$ cat config.mk
export PLATFORM = sky130hd
export DESIGN_NAME = mio_responder
export DESIGN_NICKNAME = d
export VERILOG_FILES = /design/src/rtl/mio_pkg.sv /design/src/rtl/mio_addr_decode.sv /design/src/rtl/mio_responder.sv
export SDC_FILE = /design/constraint.sdc
export NUM_CORES = 1
export LEC_CHECK = 0
export CORE_ASPECT_RATIO = 2
export CORE_UTILIZATION = 42
export CTS_CLUSTER_SIZE = 16
export DETAILED_ROUTE_END_ITERATION = 8
export PLACE_DENSITY = 0.78
export SETUP_SLACK_MARGIN = 0.4
export SYNTH_ARGS = -nofsm -noshare
export SYNTH_HDL_FRONTEND = slang
export SYNTH_SLANG_ARGS = --single-unit
$ cat constraint.sdc
create_clock -name clk -period 6.78 [get_ports clk]
set_input_delay 1.356 -clock clk [delete_from_list [all_inputs] [get_ports clk]]
set_output_delay 1.356 -clock clk [all_outputs]
set_load 0.1 [all_outputs]
$ cat src/rtl/mio_pkg.sv
// mio_pkg: address map, FSM state type and default RAM latency shared by the
// memory/IO responder and its address decoder.
// Ports: none (package only).
package mio_pkg;

  // Memory map (byte addresses; the two LSBs are always ignored).
  localparam logic [31:0] RAM_BASE  = 32'h0000_0000;
  localparam logic [31:0] GPIO_ADDR = 32'hF000_0000;
  localparam logic [31:0] SW_ADDR   = 32'hF000_0004;
  localparam logic [31:0] CNT_ADDR  = 32'hF000_0008;

  // Default RAM read latency in cycles (ram_addr valid -> ram_rdata valid).
  localparam int RAM_LATENCY_DEFAULT = 2;

  // Transaction FSM: WAIT is only entered for RAM reads.
  typedef enum logic [1:0] {
    IDLE = 2'd0,
    WAIT = 2'd1,
    RESP = 2'd2
  } state_t;

endpackage

$ cat src/rtl/mio_addr_decode.sv
// mio_addr_decode: combinational one-hot region decode of a CPU byte address.
// Latency: 0 cycles (pure combinational). Backpressure: none.
// Ports: i_cpu_addr -> o_sel_ram / o_sel_gpio / o_sel_sw / o_sel_cnt / o_sel_none.
module mio_addr_decode
  import mio_pkg::*;
#(
  parameter int RAM_AW = 10
) (
  input  logic [31:0] i_cpu_addr,
  output logic        o_sel_ram,
  output logic        o_sel_gpio,
  output logic        o_sel_sw,
  output logic        o_sel_cnt,
  output logic        o_sel_none
);

  // Byte lanes are not decoded; word-aligned behaviour for any offset.
  logic w_unused_addr_lsbs;
  assign w_unused_addr_lsbs = ^i_cpu_addr[1:0];

  // RAM occupies the bottom 4*2^RAM_AW bytes: everything above the word
  // index must match the base.
  assign o_sel_ram  = (i_cpu_addr[31:RAM_AW+2] == RAM_BASE[31:RAM_AW+2]);
  assign o_sel_gpio = (i_cpu_addr[31:2] == GPIO_ADDR[31:2]);
  assign o_sel_sw   = (i_cpu_addr[31:2] == SW_ADDR[31:2]);
  assign o_sel_cnt  = (i_cpu_addr[31:2] == CNT_ADDR[31:2]);
  assign o_sel_none = ~(o_sel_ram | o_sel_gpio | o_sel_sw | o_sel_cnt);

endmodule

$ cat src/rtl/mio_responder.sv
// mio_responder: CPU-side responder for a RAM window, GPIO, switch input and a free-running counter.
// Latency: peripheral/unmapped/RAM-write 1 cycle to mio_ready; RAM read RAM_LATENCY+1 cycles.
// Backpressure: CPU holds cpu_req until the single-cycle mio_ready strobe; no new request taken until IDLE.
// Ports: clk/rst (async, active-high); cpu_req/we/addr/wdata in, cpu_rdata/mio_ready out;
//        ram_addr/ram_we/ram_wdata out, ram_rdata in; sw_in in; led_out = gpio_reg[7:0].
module mio_responder
  import mio_pkg::*;
#(
  parameter int RAM_LATENCY = RAM_LATENCY_DEFAULT,
  parameter int RAM_AW      = 10
) (
  input  logic              clk,
  input  logic              rst,
  input  logic              cpu_req,
  input  logic              cpu_we,
  input  logic [31:0]       cpu_addr,
  input  logic [31:0]       cpu_wdata,
  output logic [31:0]       cpu_rdata,
  output logic              mio_ready,
  output logic [RAM_AW-1:0] ram_addr,
  output logic              ram_we,
  output logic [31:0]       ram_wdata,
  input  logic [31:0]       ram_rdata,
  input  logic [15:0]       sw_in,
  output logic [7:0]        led_out
);

  // WAIT lasts RAM_LATENCY cycles; the counter runs down to zero and the
  // WAIT->RESP edge is the one that captures ram_rdata.
  localparam logic [3:0] LAT_LOAD = 4'(RAM_LATENCY - 1);

  state_t            r_state;
  state_t            w_state_nxt;
  logic [3:0]        r_lat_cnt;
  logic [31:0]       r_gpio;
  logic [31:0]       r_cnt;
  logic [31:0]       r_cpu_rdata;
  logic [31:0]       r_ram_wdata;
  logic [RAM_AW-1:0] r_ram_addr;
  logic              r_ram_we;

  logic              w_sel_ram;
  logic              w_sel_gpio;
  logic              w_sel_sw;
  logic              w_sel_cnt;
  logic              w_sel_none;
  logic              w_accept;
  logic              w_lat_done;
  logic [31:0]       w_periph_rdata;

  mio_addr_decode #(
    .RAM_AW (RAM_AW)
  ) u_decode (
    .i_cpu_addr (cpu_addr),
    .o_sel_ram  (w_sel_ram),
    .o_sel_gpio (w_sel_gpio),
    .o_sel_sw   (w_sel_sw),
    .o_sel_cnt  (w_sel_cnt),
    .o_sel_none (w_sel_none)
  );

  assign w_accept   = (r_state == IDLE) && cpu_req;
  assign w_lat_done = (r_lat_cnt == 4'd0);

  // FSM state register
  always_ff @(posedge clk or posedge rst) begin
    if (rst) begin
      r_state <= IDLE;
    end else begin
      r_state <= w_state_nxt;
    end
  end

  // FSM next state and completion strobe
  always_comb begin
    w_state_nxt = r_state;
    mio_ready   = 1'b0;
    case (r_state)
      IDLE: begin
        if (cpu_req) begin
          w_state_nxt = (w_sel_ram && !cpu_we) ? WAIT : RESP;
        end
      end
      WAIT: begin
        if (w_lat_done) begin
          w_state_nxt = RESP;
        end
      end
      RESP: begin
        mio_ready   = 1'b1;
        w_state_nxt = IDLE;
      end
      default: w_state_nxt = IDLE;
    endcase
  end

  // Peripheral read mux; unmapped reads fall through to zero.
  always_comb begin
    w_periph_rdata = 32'h0;
    if (w_sel_gpio) begin
      w_periph_rdata = r_gpio;
    end else if (w_sel_sw) begin
      w_periph_rdata = {16'h0, sw_in};
    end else if (w_sel_cnt) begin
      w_periph_rdata = r_cnt;
    end else if (w_sel_none) begin
      w_periph_rdata = 32'h0;
    end
  end

  // Datapath: counter, GPIO, RAM port registers and read-data capture.
  always_ff @(posedge clk or posedge rst) begin
    if (rst) begin
      r_cnt       <= 32'h0;
      r_gpio      <= 32'h0;
      r_cpu_rdata <= 32'h0;
      r_ram_addr  <= '0;
      r_ram_wdata <= 32'h0;
      r_ram_we    <= 1'b0;
      r_lat_cnt   <= 4'd0;
    end else begin
      // Free-running increment; a CNT write below overrides it on this edge.
      r_cnt    <= r_cnt + 32'd1;
      r_ram_we <= 1'b0;

      if (w_accept) begin
        if (w_sel_ram) begin
          r_ram_addr <= cpu_addr[RAM_AW+1:2];
          if (cpu_we) begin
            r_ram_we    <= 1'b1;
            r_ram_wdata <= cpu_wdata;
          end else begin
            r_lat_cnt <= LAT_LOAD;
          end
        end
        if (w_sel_gpio && cpu_we) begin
          r_gpio <= cpu_wdata;
        end
        if (w_sel_cnt && cpu_we) begin
          r_cnt <= cpu_wdata;
        end
        // Peripheral reads complete next cycle, so capture now; cpu_rdata
        // is otherwise left alone and holds the last read result.
        if (!cpu_we && !w_sel_ram) begin
          r_cpu_rdata <= w_periph_rdata;
        end
      end else if (r_state == WAIT) begin
        if (w_lat_done) begin
          r_cpu_rdata <= ram_rdata;
        end else begin
          r_lat_cnt <= r_lat_cnt - 4'd1;
        end
      end
    end
  end

  assign cpu_rdata = r_cpu_rdata;
  assign ram_addr  = r_ram_addr;
  assign ram_we    = r_ram_we;
  assign ram_wdata = r_ram_wdata;
  assign led_out   = r_gpio[7:0];

endmodule

==> impl_metrics.csv <==
group,metric,value,unit
status,outcome,"finished, final reports clean",
logic_synthesis,yosysSeqAreaShare,51.0,%
finish,final_common_cell,"clkdlybuf4s50_1",
route,drt_iter0_drc,215,
power_and_ir_drop,power.switching,770,µW
critical_path,cp.depth,6,
route,avgRoutedWirePerCell,19.1,µm
grt,overflow,0,
route,wl,19700,µm
logic_synthesis,netlist_instances,624,
floorplan,die-area,17500,µm²
critical_path,r2r_slack,3810,ps
route,viasPerCell,5.45,
logic_synthesis,synthSimpleGateAreaFrac,12.3,%
logic_synthesis,ys_ff_latch,145,
grt,grt_pass1_wl,30500,µm
power_and_ir_drop,ir_drop,0.177,mV
clock_tree,clock_latency,430,ps
route,dr_total_vias,5599,
logic_synthesis,synth.avg_cell_area,11.4,µm²
grt,antenna_found_initial,1,
grt,grt_pass1_vias,5780,
critical_path,worstSetupPathType,"in2reg",
route,final_antenna_net_count,0,
finish,area_growth_syn_to_layout,37.4,%
floorplan,core,16700,µm²
clock_tree,post_cts_resized,0,
critical_path,startpoint,"cpu_addr[17]",
clock_tree,postCtsHoldBufs,0,
power_and_ir_drop,switching_share,32.5,%
power_and_ir_drop,total_power,2370,µW
logic_synthesis,synthMuxAreaShare,21.1,%
sta,worstMarginPinSlew,1120,ps
power_and_ir_drop,p_leak,0.00438,µW
power_and_ir_drop,p_per_area,242,nW/µm²
floorplan,row_count,67,
route,drt_pass1_iterations,5,
placed_design,gp_congestion,0.791,
critical_path,worstPathMaxFanout,18,
logic_synthesis,synth_top_family_by_area,"multiplexers",
logic_synthesis,ys_async_sr_fraction,100,%
critical_path,cp_data_arrival_time,4380,ps
finish,layout_common_cells,"196 x clkdlybuf4s50_1, 145 x dfrtp_1, 78 x mux2_2",
clock_tree,cts_setup_buffers,0,
logic_synthesis,ys.flop_type,"dfrtp_1",
logic_synthesis,synthXorXnorAreaFrac,3.94,%
logic_synthesis,yosys_warnings,0,
floorplan,start_util,42.6,%
clock_tree,clock-root-buffer,"clkbuf_16",
critical_path,slowest_delay,910,ps
sta,final-max-slew-violation-count,0,
sta,setup_tns,0,ps
logic_synthesis,synth-adder-area-share,0.352,%
critical_path,cp-end-kind,"flop",
power_and_ir_drop,p_seq_share,38.9,%
logic_synthesis,synth.area.top_cells,"dfrtp_1 51%, mux2_2 12%, mux2_4 6.3%",
sta,hold_viol,0,
clock_tree,clk_pin_slew,60,ps
run,cap_violations,0,
route,drc,0,
critical_path,cp-endpoint,"ram_wdata[27]",
placed_design,place_hpwl,13800,µm
clock_tree,cts_buffers,17,
power_and_ir_drop,comb_power_share,22.4,%
critical_path,r2r_cells,4,
sta,setup_violations,0,
sta,relSlewSlack,24.8,%
logic_synthesis,synth_compound_area_share,7.60,%
finish,drive_gt1_share,18.9,%
critical_path,rr_startpoint,"r_state[1]",
grt,grt_max_degree,90,
floorplan,fp.dieH,186,µm
logic_synthesis,yosys.area.top_type_share,51.0,%
clock_tree,cts_max_level,4,
power_and_ir_drop,power.share.clock,38.8,%
critical_path,startpoint_type,"input pin",
critical_path,slowest_stage,"nand4_1",
logic_synthesis,syn_nets,742,
placed_design,portBuffers,197,
sta,rsz0062_at_grt,"false",
power_and_ir_drop,p_int,1600,µW
critical_path,r2r-end,"ram_wdata[27]",
logic_synthesis,synth_cell_types,41,
critical_path,crit_family,"simple AND/OR/NAND/NOR gates",
clock_tree,cts_tree,"yes",
logic_synthesis,syn-cell-area,7110,µm²
finish,fin_nets,926,
critical_path,crit_required,7090,ps
logic_synthesis,synth_edf_count,0,
clock_tree,clock-sinks,145,
critical_path,crit_path_cell_trace,"clkdlybuf4s50_1 > nor4_1 > and4_1 > nand4_1 > buf_4 > mux2_2",
floorplan,die_x,94.0,µm
worst_hold_path,hold_path_class,"reg2reg",
sta,post-route-period-util,60.0,%
sta,timing.fmax,246,MHz
grt,grt_usage,23.5,%
floorplan,boundaryPins,200,
sta,period_minus_slack,4070,ps
clock_tree,clk_path_buf_depth,2,
logic_synthesis,yosys.area.top_type,"dfrtp_1",
sta,fin_skew,12.7,ps
critical_path,crit_buf_inv,2,
==> routing by layer <==
metal	share of wire, %	track usage [%]
met1	37	25.4
met2	57	43.7
met3	3.4	3.43
met4	3.1	11.1
met5	0	0
==> power groups by stage <==
stage | logic [µW] | registers, µW | clock network, µW
2_1_floorplan | 88.8 | 1200 | 0
3_3_place_gp | 529 | 935 | 0
3_5_place_dp | 532 | 936 | 0
4_1_cts | 533 | 921 | 936
5_1_grt | 549 | 925 | 963
6_report | 530 | 921 | 919
==> flip-flops by register name, summed over array words and instances (netlist names) <==
signal	count
ram_wdata	32
r_state	2
ram_addr	10
r_lat_cnt	4
r_gpio	32
ram_we	1
r_cnt	32
cpu_rdata	32
==> Yosys cell counts, types with 3 or more instances <==
cell type	instances
and4_1	6
o21ai_0	16
mux2_4	30
xor2_1	17
and3_1	3
a22oi_1	16
buf_6	3
nand4_1	11
nor3_1	20
nand3_1	13
dfrtp_1	145
nand2_1	28
mux2i_1	17
a21oi_1	64
buf_4	9
nor2b_1	3
clkbuf_1	22
xnor2_1	15
inv_1	10
nor4_1	11
mux2_2	78
buf_2	7
nor2_1	58
==> layout make-up <==
type                            instances  area (µm²)
Antenna cell                            1        2.50
Tap cell                              207         259
Clock inverter                         13         140
Multi-Input combinational cell        426        3220
Clock buffer                           18         429
Inverter                               10        42.5
Sequential cell                       145        3630
Fill cell                            1378        6910
Timing Repair Buffer                  208        2050
==> through the flow <==
stage / hold slack, ps / util [%] / setup WS, ps / instance area [µm²] / cells
2_1_floorplan: 467 / - / 1530 / 7110 / 624
6_report: 504 / 58.6 / 2710 / 9770 / 1028
3_3_place_gp: 487 / 55.1 / 2310 / 9200 / 996
5_1_grt: 509 / 58.6 / 2510 / 9770 / 1028
3_5_place_dp: 493 / 55.1 / 2270 / 9200 / 996
4_1_cts: 506 / 58.6 / 2700 / 9770 / 1027
==> logic make-up after synthesis <==
family	count (synthesis)
buffers and inverters	53
and+or+nand+nor	169
xor gates and xnor gates	32
AOI/OAI and AO/OA	98
DFF	145
muxes	125
adders and majority gates	2
==> worst register-to-register path, delay by kind of cell (launching register included) <==
kind	cells	cell delay, ps
flip-flops	1	410
AND/OR/NAND/NOR	2	1540
buffers and inverters	1	580
multiplexers	1	320
==> worst min path at each step <==
| stage | startpoint | endpoint | slack [ps] | cells after the start |
|---|---|---|---|---|
| 6_report | ram_wdata[8] | ram_wdata[8] | 500 | 1 |
| 3_5_place_dp | ram_wdata[8] | ram_wdata[8] | 490 | 1 |
| 2_1_floorplan | r_cnt[0] | r_cnt[0] | 470 | 1 |
| 3_3_place_gp | ram_wdata[13] | ram_wdata[13] | 490 | 1 |
| 5_1_grt | ram_wdata[8] | ram_wdata[8] | 510 | 1 |
| 4_1_cts | ram_wdata[8] | ram_wdata[8] | 510 | 1 |
Power figures use the tool's default switching activity.
==> RTL change 1 (same settings) <==
Put a register stage on the output `led_out`, without a reset. The value now appears one clock later. The other outputs are not delayed to match.
--- a/src/rtl/mio_responder.sv
+++ b/src/rtl/mio_responder.sv
@@ -158,7 +158,9 @@
   assign ram_addr  = r_ram_addr;
   assign ram_we    = r_ram_we;
   assign ram_wdata = r_ram_wdata;
-  assign led_out   = r_gpio[7:0];
+  always_ff @(posedge clk) begin
+    led_out <= r_gpio[7:0];
+  end
 
 endmodule
 
Behaviour: not the same (Yosys sat finds a counterexample within 4 cycles, from zero or initial values and one cycle with rst high).
==> RTL change 1 against the original RTL <==
- area after synthesis is 1.5% higher
- power is 4.2% higher
- synthesized cell count is 0.96% higher
- sequential cell count is 8 higher
- routed wire length is 0.14% lower
- sequential share of layout area is 0.98 points higher
- clock power is 5.8% higher
- via count is 0.55% lower
- largest power group is now clock
- worst setup slack worse by 0.38 ns
- die area is 1.5% higher
- register-to-register slack worse by 0.51 ns
- highest routed layer unchanged
- worst hold slack worse by 0.11 ns
- final area is 1.7% higher
- count of clock-buffer cells in the layout is 1 higher
==> RTL change 1: results (changes against the original RTL) <==
INFO  metric syn-instance-count = 630 (+0.96%)
INFO  metric first_iter_violations = 286 (+33%)
INFO  metric grt_max_degree = 96 (+6.7%)
INFO  metric run_status = finished clean
INFO  metric grt_pass1_wl = 31.1 mm (+1.8%)
INFO  metric route.vias.total = 5,568 (-0.55%)
INFO  metric final_layout_size_suffix_gt1_share = 18.3% (-0.59 points)
INFO  metric synthXorXnorAreaFrac = 3.88% (-0.059 points)
INFO  metric fillers = 1,390 (+0.87%)
INFO  metric drt-met1-wl = 7.33 mm (+2.1%)
INFO  metric relative_slew_slack = 22.3% (-2.5 points)
INFO  metric detailedPlacementHpwl = 13.7 mm (-0.28%)
INFO  metric power.static_leakage = 4.42 nW (+0.88%)
INFO  metric async_flop_share = 94.8% (-5.2 points)
INFO  metric nNetsFinal = 935 (+0.97%)
INFO  metric first_global_vias = 5,905 (+2.2%)
INFO  metric track_usage = 23.4% (-0.10 points)
INFO  metric share_of_cell_area_taken_by_muxes_after_synthesis = 20.8% (-0.31 points)
INFO  metric synth_compound_area_share = 7.49% (-0.11 points)
INFO  metric synthTopCellsByCount = 145 x sky130_fd_sc_hd__dfrtp_1, 78 x sky130_fd_sc_hd__mux2_2, 64 x sky130_fd_sc_hd__a21oi_1
INFO  metric clock_skew = 0.00758 ns (-0.00515 ns)
INFO  metric globalplace.congestion = 0.805 (+1.7%)
INFO  metric synth.top_cells.by_area = sky130_fd_sc_hd__dfrtp_1 50%, sky130_fd_sc_hd__mux2_2 12%, sky130_fd_sc_hd__mux2_4 6.2%
INFO  metric synth-adder-area-share = 0.347% (-0.0052 points)
INFO  metric timing.critical_path.fanout_max = 35 (+17)
[RTL change 1: cell types whose count changed after synthesis, moves of 2 or more]
cell	change
sky130_fd_sc_hd__xnor2_1	+9
sky130_fd_sc_hd__xor2_1	-9
sky130_fd_sc_hd__buf_4	-8
sky130_fd_sc_hd__dfxtp_1	+8
sky130_fd_sc_hd__nor3_1	+8
sky130_fd_sc_hd__nand4_1	-4
sky130_fd_sc_hd__and4_1	-3
sky130_fd_sc_hd__and3_1	+2
sky130_fd_sc_hd__clkbuf_1	+2
sky130_fd_sc_hd__nand2_1	+2
[RTL change 1: path summary, 6_finish.rpt]
check                                                 end  slack (ns)  depth (start not counted)                   start
worst min-delay path                   led_out[1]$_DFF_P_        0.39                          0   r_gpio[1]$_DFFE_PP0P_
worst max-delay path               r_gpio[12]$_DFFE_PP0P_        2.33                          6                 cpu_req
min in group asynchronous       cpu_rdata[29]$_DFFE_PP0P_        1.50                          2                     rst
worst min register to register         led_out[1]$_DFF_P_        0.39                          0   r_gpio[1]$_DFFE_PP0P_
max in group asynchronous       ram_wdata[12]$_DFFE_PP0P_        4.06                          3                     rst
worst max register to register     r_gpio[12]$_DFFE_PP0P_        3.30                          5  r_state[1]$_DFFE_PP0P_
[RTL change 1: logic make-up after synthesis]
family | count (synthesis)
buf+inv | 47
simple gates | 173
compound gates | 98
fa+ha+maj | 2
xor+xnor | 32
mux | 125
flops | 153
[RTL change 1: layer usage]
layer	global-route usage, %	vias up
met1	25.5	2721
met2	41.8	185
li1	-	2616
met5	0	-
met4	11.4	0
met3	4.47	46
[RTL change 1: stage by stage]
| stage | util (%) | setup slack [ns] |
|---|---|---|
| after detailed placement | 55.7 | 1.93 |
| after global routing | 59.3 | 2.22 |
| after floorplan | - | 1.53 |
| after global placement | 55.7 | 1.95 |
| final | 59.3 | 2.33 |
| after CTS | 59.3 | 2.36 |
[RTL change 1: where the power goes]
group	total [W]	switching [W]	internal, W	leakage, nW
Sequential	0.000968	0.0000199	0.000948	1.99
Combinational	0.000529	0.000371	0.000158	2.15
Clock	0.000972	0.000389	0.000583	0.285
Total	0.00247	0.000779	0.00169	4.42
[RTL change 1: worst max-delay path, stage by stage]
cell and delay [ns]:
sky130_fd_sc_hd__clkdlybuf4s50_1 0.49, sky130_fd_sc_hd__or3b_1 0.34, sky130_fd_sc_hd__buf_4 0.28, sky130_fd_sc_hd__nor4_4 0.96, sky130_fd_sc_hd__nand3b_4 0.74, sky130_fd_sc_hd__mux2_4 0.54
[RTL change 1: area by class of cell]
cell class	instances	share of cell area, %
Clock buffer	19	4.36
Sequential cell	153	38.1
Multi-Input combinational cell	430	32.4
Inverter	10	0.428
Clock inverter	13	1.71
Tap cell	207	2.61
Timing Repair Buffer	205	20.4
==> RTL change 2 (same settings) <==
Made on the original files. `RAM_AW` is set to 10 in 2 places; all go to 11.
--- a/src/rtl/mio_addr_decode.sv
+++ b/src/rtl/mio_addr_decode.sv
@@ -4,7 +4,7 @@
 module mio_addr_decode
   import mio_pkg::*;
 #(
-  parameter int RAM_AW = 10
+  parameter int RAM_AW = 11
 ) (
   input  logic [31:0] i_cpu_addr,
   output logic        o_sel_ram,
--- a/src/rtl/mio_responder.sv
+++ b/src/rtl/mio_responder.sv
@@ -7,7 +7,7 @@
   import mio_pkg::*;
 #(
   parameter int RAM_LATENCY = RAM_LATENCY_DEFAULT,
-  parameter int RAM_AW      = 10
+  parameter int RAM_AW      = 11
 ) (
   input  logic              clk,
   input  logic              rst,
Ports: changed (resized ram_addr); port bits go from 200 to 201. No check against the original RTL was run, so the function may have changed too.
==> RTL change 2 against the original RTL <==
- final cell count increased by 0.97%
- sequential power is essentially flat
- combinational power decreased by 4%
- area after synthesis decreased by 0.11%
- worst setup slack lost 0.33 ns
- sequential share of layout area grew 0.12 points
- critical path depth up 1
- routed wire length is 0.77% lower
- final area grew 0.37%
- sequential cell count is 1 higher
- power grew 2.2%
- critical path type unchanged
- critical endpoint is now r_gpio[24]$_DFFE_PP0P_
- via count is 1.8% higher
- register-to-register slack got worse by 0.48 ns
==> RTL change 2: results (changes against the original RTL) <==
INFO  metric run_status = finished clean
INFO  metric reg2reg_capture_point = r_gpio[24]$_DFFE_PP0P_
INFO  metric fillers = 1,380 (+0.15%)
INFO  metric share_of_cell_area_taken_by_muxes_after_synthesis = 16.2% (-4.9 points)
INFO  metric met1_demand_to_capacity_share_in_global_routing = 25.5% (+0.10 points)
INFO  metric firstDrtPassIters = 4 (-1)
INFO  metric dr_wl_met3 = 871 um (+31%)
INFO  metric ys_types = 44 (+7.3%)
INFO  metric pre_cts_slack = 1.95 ns (-0.320 ns)
INFO  metric pwr.group.combinational = 0.000511 W (-4%)
INFO  metric crit_arrival = 4.71 ns (+0.33 ns)
INFO  metric synthDominantCellAreaShare = 51.4% (+0.41 points)
INFO  metric switchingPower = 0.000811 W (+5.3%)
INFO  metric route.vias.total = 5,698 (+1.8%)
INFO  metric combinational_share_of_power = 21.1% (-1.3 points)
INFO  metric logic_depth_of_the_worst_register_to_register_path = 6 (+2)
INFO  metric grt_max_degree = 65 (-28%)
INFO  metric synth.top_cells.by_area = sky130_fd_sc_hd__dfrtp_1 51%, sky130_fd_sc_hd__mux2_2 9.8%, sky130_fd_sc_hd__mux2_4 6.3%
INFO  metric startpoint = cpu_req
INFO  metric wl_met2 = 10.5 mm (-6.2%)
INFO  metric detailedPlacementHpwl = 13.7 mm (-0.74%)
INFO  metric place.detailed.instances = 1,006 (+1.0%)
INFO  metric p_clk_share = 40.7% (+1.9 points)
INFO  metric synth-adder-area-share = 0.352% (+0.00037 points)
INFO  metric register_to_register_path_setup_slack = 3.33 ns (-0.48 ns)
INFO  metric synth_compound_area_share = 10.0% (+2.4 points)
INFO  metric globalplace.congestion = 0.769 (-2.8%)
INFO  metric antenna_cells = 0 (-1)
INFO  metric max_slew.worst_pin.slew = 1.10 ns (-0.0276 ns)
INFO  metric post_drt_via_cell_ratio = 5.49 (+0.79%)
INFO  metric place.port_buffers = 198 (+0.51%)
INFO  metric syn_nets = 760 (+2.4%)
INFO  metric nNetsFinal = 939 (+1.4%)
INFO  metric timing.critical_path.fanout_max = 38 (+20)
RTL change 2: kinds of logic after synthesis:
logic type | after synthesis
AOI/OAI and AO/OA | 117
xor gates and xnor gates | 32
adders and majority gates | 2
buffers and inverters | 65
DFF | 146
muxes | 92
and+or+nand+nor | 188
RTL change 2: area by class of cell:
class | count | area share (%)
Sequential cell | 146 | 37.3
Multi-Input combinational cell | 431 | 32.4
Timing Repair Buffer | 205 | 20.7
Clock buffer | 17 | 4.34
Tap cell | 204 | 2.60
Clock inverter | 15 | 1.85
Inverter | 20 | 0.817
RTL change 2: worst max-delay path, cell delays in order:
cell and delay, ns:
sky130_fd_sc_hd__clkdlybuf4s50_1 0.45, sky130_fd_sc_hd__or3b_2 0.87, sky130_fd_sc_hd__nor4_4 0.39, sky130_fd_sc_hd__buf_4 0.30, sky130_fd_sc_hd__nand3b_2 0.50, sky130_fd_sc_hd__buf_4 0.47
sky130_fd_sc_hd__mux2_4 0.34
